### config.mk
export PLATFORM = sky130hd
export DESIGN_NAME = alu_sequencer
export DESIGN_NICKNAME = d
export VERILOG_FILES = /design/src/rtl/alu_pkg.sv /design/src/rtl/instr_decoder.sv /design/src/rtl/alu_sequencer.sv
export SDC_FILE = /design/constraint.sdc
export NUM_CORES = 1
export LEC_CHECK = 0
export ABC_CLOCK_PERIOD_IN_PS = 2350
export BUFFER_PORTS_ARGS = -buffer_cell sky130_fd_sc_hd__buf_4
export CAP_MARGIN = 20
export CORE_MARGIN = 1
export CORE_UTILIZATION = 46
export CTS_CLUSTER_DIAMETER = 150
export DETAILED_ROUTE_END_ITERATION = 8
export GPL_ROUTABILITY_DRIVEN = 1
export GPL_TIMING_DRIVEN = 0
export PLACE_DENSITY = 0.91
export SLEW_MARGIN = 20
export SYNTH_ARGS = -nofsm -noshare
export SYNTH_HDL_FRONTEND = slang
export SYNTH_SLANG_ARGS = --single-unit
export TNS_END_PERCENT = 1
### constraint.sdc
create_clock -name clk -period 2.35 [get_ports clk]
set_clock_uncertainty 0.05 [all_clocks]
set_input_delay 0.47 -clock clk [delete_from_list [all_inputs] [get_ports clk]]
set_output_delay 0.47 -clock clk [all_outputs]
set_load 0.05 [all_outputs]
### src/rtl/alu_pkg.sv
// Opcode constants and sequencer state encoding, shared by the sequencer and the ALU.
// Opcode values follow the instruction-set numbering: load=0 through not=18.
package alu_pkg;

    localparam int OPC_W = 5;
    localparam int REG_W = 4;

    localparam logic [OPC_W-1:0] OP_LOAD  = 5'd0;
    localparam logic [OPC_W-1:0] OP_LOADI = 5'd1;
    localparam logic [OPC_W-1:0] OP_STORE = 5'd2;
    localparam logic [OPC_W-1:0] OP_ADD   = 5'd3;
    localparam logic [OPC_W-1:0] OP_SUB   = 5'd4;
    localparam logic [OPC_W-1:0] OP_AND   = 5'd5;
    localparam logic [OPC_W-1:0] OP_OR    = 5'd6;
    localparam logic [OPC_W-1:0] OP_SHR   = 5'd7;
    localparam logic [OPC_W-1:0] OP_SHRA  = 5'd8;
    localparam logic [OPC_W-1:0] OP_SHL   = 5'd9;
    localparam logic [OPC_W-1:0] OP_ROR   = 5'd10;
    localparam logic [OPC_W-1:0] OP_ROL   = 5'd11;
    localparam logic [OPC_W-1:0] OP_ADDI  = 5'd12;
    localparam logic [OPC_W-1:0] OP_ANDI  = 5'd13;
    localparam logic [OPC_W-1:0] OP_ORI   = 5'd14;
    localparam logic [OPC_W-1:0] OP_MUL   = 5'd15;
    localparam logic [OPC_W-1:0] OP_DIV   = 5'd16;
    localparam logic [OPC_W-1:0] OP_NEG   = 5'd17;
    localparam logic [OPC_W-1:0] OP_NOT   = 5'd18;

    typedef enum logic [2:0] {
        S_IDLE = 3'd0,
        S_DEC  = 3'd1,
        S_LDY  = 3'd2,
        S_EXE  = 3'd3,
        S_WLO  = 3'd4,
        S_WHI  = 3'd5,
        S_FIN  = 3'd6
    } state_t;

endpackage

### src/rtl/instr_decoder.sv
// Combinational split of an instruction word into fields, legality and operand-class flags.
// Zero latency; no handshake of its own.
module instr_decoder
    import alu_pkg::*;
#(
    parameter int DATA_W = 32,
    parameter int IMM_W  = 19
) (
    input  logic [31:0]       instr,
    output logic [OPC_W-1:0]  opcode,
    output logic [REG_W-1:0]  ra,
    output logic [REG_W-1:0]  rb,
    output logic [REG_W-1:0]  rc,
    output logic [DATA_W-1:0] imm_ext,
    output logic              legal,
    output logic              is_wide,
    output logic              is_imm,
    output logic              is_unary
);

    assign opcode  = instr[31:27];
    assign ra      = instr[26:23];
    assign rb      = instr[22:19];
    assign rc      = instr[18:15];
    assign imm_ext = {{(DATA_W-IMM_W){instr[IMM_W-1]}}, instr[IMM_W-1:0]};

    always_comb begin
        legal    = 1'b0;
        is_wide  = 1'b0;
        is_imm   = 1'b0;
        is_unary = 1'b0;
        case (opcode)
            // memory ops are handled elsewhere and rejected here
            OP_LOAD, OP_LOADI, OP_STORE: legal = 1'b0;
            OP_ADD, OP_SUB, OP_AND, OP_OR,
            OP_SHR, OP_SHRA, OP_SHL, OP_ROR, OP_ROL: legal = 1'b1;
            OP_ADDI, OP_ANDI, OP_ORI: begin
                legal  = 1'b1;
                is_imm = 1'b1;
            end
            OP_MUL, OP_DIV: begin
                legal   = 1'b1;
                is_wide = 1'b1;
            end
            OP_NEG, OP_NOT: begin
                legal    = 1'b1;
                is_unary = 1'b1;
            end
            default: legal = 1'b0;
        endcase
    end

endmodule

### src/rtl/alu_sequencer.sv
// Multi-cycle control sequencer driving register file, ALU and Z/LO/HI for one instruction.
// Done 5 cycles after accept (6 for mul/div, 2 for illegal); instr_ready only in IDLE.
module alu_sequencer
    import alu_pkg::*;
#(
    parameter int DATA_W = 32,
    parameter int IMM_W  = 19
) (
    input  logic              clk,
    input  logic              clr,
    input  logic              instr_valid,
    output logic              instr_ready,
    input  logic [31:0]       instr,
    output logic [REG_W-1:0]  rf_raddr,
    output logic              y_load,
    output logic              b_sel_imm,
    output logic [DATA_W-1:0] imm_out,
    output logic [OPC_W-1:0]  alu_opcode,
    output logic              z_load,
    output logic              z_lo_out,
    output logic              z_hi_out,
    output logic              rf_we,
    output logic [REG_W-1:0]  rf_waddr,
    output logic              lo_we,
    output logic              hi_we,
    output logic              inc_pc,
    output logic              done,
    output logic              illegal
);

    state_t             state, state_nxt;
    logic [31:0]        instr_q;
    logic [OPC_W-1:0]   opcode;
    logic [REG_W-1:0]   ra, rb, rc;
    logic [DATA_W-1:0]  imm_ext;
    logic               legal, is_wide, is_imm, is_unary;

    instr_decoder #(
        .DATA_W (DATA_W),
        .IMM_W  (IMM_W)
    ) u_dec (
        .instr    (instr_q),
        .opcode   (opcode),
        .ra       (ra),
        .rb       (rb),
        .rc       (rc),
        .imm_ext  (imm_ext),
        .legal    (legal),
        .is_wide  (is_wide),
        .is_imm   (is_imm),
        .is_unary (is_unary)
    );

    always_ff @(posedge clk or negedge clr) begin
        if (!clr) begin
            instr_q <= '0;
        end else if (instr_valid && instr_ready) begin
            instr_q <= instr;
        end
    end

    always_ff @(posedge clk or negedge clr) begin
        if (!clr) begin
            state <= S_IDLE;
        end else begin
            state <= state_nxt;
        end
    end

    always_comb begin
        state_nxt = state;
        case (state)
            S_IDLE:  if (instr_valid) state_nxt = S_DEC;
            S_DEC:   state_nxt = legal ? S_LDY : S_FIN;
            S_LDY:   state_nxt = S_EXE;
            S_EXE:   state_nxt = S_WLO;
            S_WLO:   state_nxt = is_wide ? S_WHI : S_FIN;
            S_WHI:   state_nxt = S_FIN;
            S_FIN:   state_nxt = S_IDLE;
            default: state_nxt = S_IDLE;
        endcase
    end

    // Cleared latch makes imm_out read zero after reset until the first accept.
    assign imm_out = imm_ext;

    always_comb begin
        instr_ready = 1'b0;
        rf_raddr    = '0;
        y_load      = 1'b0;
        b_sel_imm   = 1'b0;
        alu_opcode  = '0;
        z_load      = 1'b0;
        z_lo_out    = 1'b0;
        z_hi_out    = 1'b0;
        rf_we       = 1'b0;
        rf_waddr    = '0;
        lo_we       = 1'b0;
        hi_we       = 1'b0;
        inc_pc      = 1'b0;
        done        = 1'b0;
        illegal     = 1'b0;
        case (state)
            S_IDLE: instr_ready = 1'b1;
            S_LDY: begin
                rf_raddr   = rb;
                y_load     = 1'b1;
                alu_opcode = opcode;
            end
            S_EXE: begin
                alu_opcode = opcode;
                z_load     = 1'b1;
                if (is_imm) begin
                    b_sel_imm = 1'b1;
                end else if (is_unary) begin
                    rf_raddr = rb;
                end else begin
                    rf_raddr = rc;
                end
            end
            S_WLO: begin
                alu_opcode = opcode;
                z_lo_out   = 1'b1;
                if (is_wide) begin
                    lo_we = 1'b1;
                end else begin
                    rf_we    = 1'b1;
                    rf_waddr = ra;
                end
            end
            S_WHI: begin
                alu_opcode = opcode;
                z_hi_out   = 1'b1;
                hi_we      = 1'b1;
            end
            S_FIN: begin
                done    = 1'b1;
                inc_pc  = 1'b1;
                illegal = ~legal;
            end
            default: ;
        endcase
    end

endmodule

==> summary.txt <==
Run status
  • Status: finished with violations
  • Failing checks: setup timing

GRT
  • Initial antenna violation count: 0
  • Vias in the first global route: 1472
  • Largest net degree at the start of global routing: 36
  • GRT Total Usage: 0.188
  • First-pass GRT wire length: 6330 um
  • Grt ovf: 0

Setup path
  • Crit. End Element: output port
  • CP Max Fanout: 7
  • Worst path arrival time: 1.85 ns
  • Setup crit start kind: flip-flop
  • Slowest-stage cell, CP: dfrtp_1
  • Critical Path RT: 1.83 ns
  • Crit Path Class: flip-flop to output port
  • Critical-path cell list: buf_6 > or3b_4 > a221oi_4 > and2_4 > buf_8
  • Max incr delay on CP: 0.39 ns

Clock network
  • Cts hold-fix bufs: 0
  • Clk root buf: clkbuf_8
  • Clock sink count: 35
  • Latest clock arrival within the worst-skew pair: 0.28 ns
  • Clock buffer depth: 2
  • TritonCTS clock tree: yes
  • Num CTS Buffers: 5
  • H-tree Lvls: 2
  • Clk slew on worst S/H paths: 0.07 ns

Placed design
  • Place WS: 0.155 ns
  • DP Area: 2750 um^2
  • RePlAce Congestion: 0.785
  • HPWL after detailed placement: 3210 um
  • Port bufs: 91
  • Placed Cells: 313

Synth
  • Simple-Gate Fraction of Synth Area: 0.104
  • Avg Cell Area, Syn: 11.4 um^2
  • Synth cell count leaders: buf_4 (38), dfrtp_1 (35), mux2_2 (29)
  • Main combinational cell family by area after synthesis: multiplexers
  • Synth unique cells: 31
  • Synth Area in Compound Gates: 0.0749
  • Most numerous cell in the Yosys netlist: buf_4
  • Synth top area share: 0.448
  • Largest area contributor in the netlist: dfrtp_1
  • Post-Synthesis Cell Area: 1960 um^2
  • Mux contribution to synthesized area: 0.184
  • EDFF count, synth: 0
  • Post-synthesis cell count: 172
  • Post-synth top flop: dfrtp_1
  • Asr flop ratio synth: 1.00
  • Post-Syn Nets: 210
  • Synthesis warning total: 0
  • Yosys reg bits: 35
  • Post-Synth XOR/XNOR Area: 0.00896
  • Seq/Total Area, Yosys: 0.448
  • Ranking of synthesized cells by area: dfrtp_1 (45%), mux2_2 (17%), buf_4 (15%)
  • Synth Area in Adders: 0.0192

Finish
  • # diodes: 0
  • Nets: 313
  • Design Area, Final: 2920 um^2
  • Fraction of layout cells with a size suffix above 1: 0.681
  • Area growth, synth to finish: 49.3%
  • Non-filler cells, final: 326

STA
  • Clock period minus worst slack: 2.37 ns
  • Worst Max-Slew Pin Slew: 0.510 ns
  • Final Slew Violations: 0
  • Final Cycle Share: 1.01
  • RSZ-0062 raised after global routing: true
  • Final worst slack: -0.0246 ns
  • Rel. slew slack: 0.659
  • Worst hold slack: 0.0913 ns
  • Final Hold Viols: 0
  • Final Setup Violations: 4
  • Fmax: 421 MHz

Floorplanning
  • Die W: 67.2 um
  • I/O pin cnt: 92
  • Die area: 4520 um^2
  • Row cnt: 23
  • Core ar.: 4030 um^2
  • Starting Density: 0.485
  • Die height: 67.2 um

Detailed routing
  • Via Count: 1576
  • Detailed Routing Iterations Pass 1: 4
  • Routed Antenna Nets: 0
  • Routed WL per cell: 13.0 um
  • DR iter-0 viols: 37
  • DR vias/cell: 4.83
  • DRC errors left: 0
  • Final wirelength: 4230 um

Run
  • Number of max-cap violations: 0

Min path
  • Worst hold path type: input pin to async pin
-- critical path: cells and delay by family, from the launching register on --
family / cells / cell delay, ns
AO/OA/AOI/OAI: 1 / 0.30
buffers and inverters: 2 / 0.28
flip-flops: 1 / 0.39
AND/OR/NAND/NOR: 2 / 0.61
-- routing by layer --
layer  GRT usage  wire [um]  up-vias  part of all wire
met2       0.345       2230       61              0.53
li1            -          -      771                 -
met3      0.0557        311        4             0.074
met5           0          0        -                 0
met1       0.204       1670      740              0.39
met4      0.0585         21        0            0.0050
-- flip-flops by register name, summed over array words and instances, names as in the netlist --
signal / count
instr_q: 32
state: 3
-- path summary, 6_finish.rpt --
path	slack (ns)	to	start	cells after the start
setup / recovery	-0.02	rf_waddr[0]	state[1]	5
hold / removal	0.09	instr_q[6]	clr	1
setup reg to reg	0.59	instr_q[10]	state[1]	6
hold reg to reg	0.45	instr_q[14]	instr_q[14]	1
max in group asynchronous	1.82	instr_q[31]	clr	1
min in group clk	0.36	instr_q[14]	instr[14]	2
-- through the flow --
| step | TNS, ns | utilization |
|---|---|---|
| after floorplan | -1.47 | - |
| after global placement | 0 | 0.682 |
| after detailed placement | 0 | 0.682 |
| after CTS | -0.0143 | 0.716 |
| after global routing | -0.486 | 0.725 |
| final | -0.0697 | 0.725 |
-- repair_timing --
item                                    4_1_cts  5_1_grt
setup buffers                                 3        2
gates resized for setup                      10        9
endpoints found under the setup margin        9        9
pin swaps                                     4        4
-- layout make-up --
cell class	instances	area [um^2]
Fill cell	292	1110
Clock buffer	7	76.3
Inverter	4	15.0
Multi-Input combinational cell	92	827
Clock inverter	1	5.00
Timing Repair Buffer	96	747
Tap cell	50	62.6
Buffer	41	309
Sequential cell	35	878
-- cell families (layout without fill, tap and decap cells) --
family | count (synthesis) | in the layout
AO/OA/AOI/OAI | 20 | 20
XOR/XNOR | 2 | 2
adder cells (fa/ha/maj) | 3 | 3
buffers and inverters | 45 | 149
flip-flops | 35 | 35
multiplexers | 32 | 32
AND/OR/NAND/NOR | 35 | 35
-- layout by cell type (no fill, tap or decap), types with 2 or more instances in the layout --
cell / count
buf_6: 5
buf_8: 2
nor2_1: 5
nand2_1: 7
dfrtp_2: 2
dfrtp_1: 33
and2_1: 2
nor3b_2: 2
ha_1: 3
clkbuf_8: 5
and3b_1: 3
inv_1: 3
o21ai_0: 5
mux2_1: 3
a221oi_1: 2
o22ai_2: 4
o211ai_1: 2
nor3_1: 2
nor2b_1: 5
clkbuf_1: 3
and2_4: 3
buf_4: 128
mux2_2: 29
xnor2_1: 2
Power is left out: the tool's default activity adds up to more than one toggle a clock period on the data nets, which glitch-free logic cannot reach.
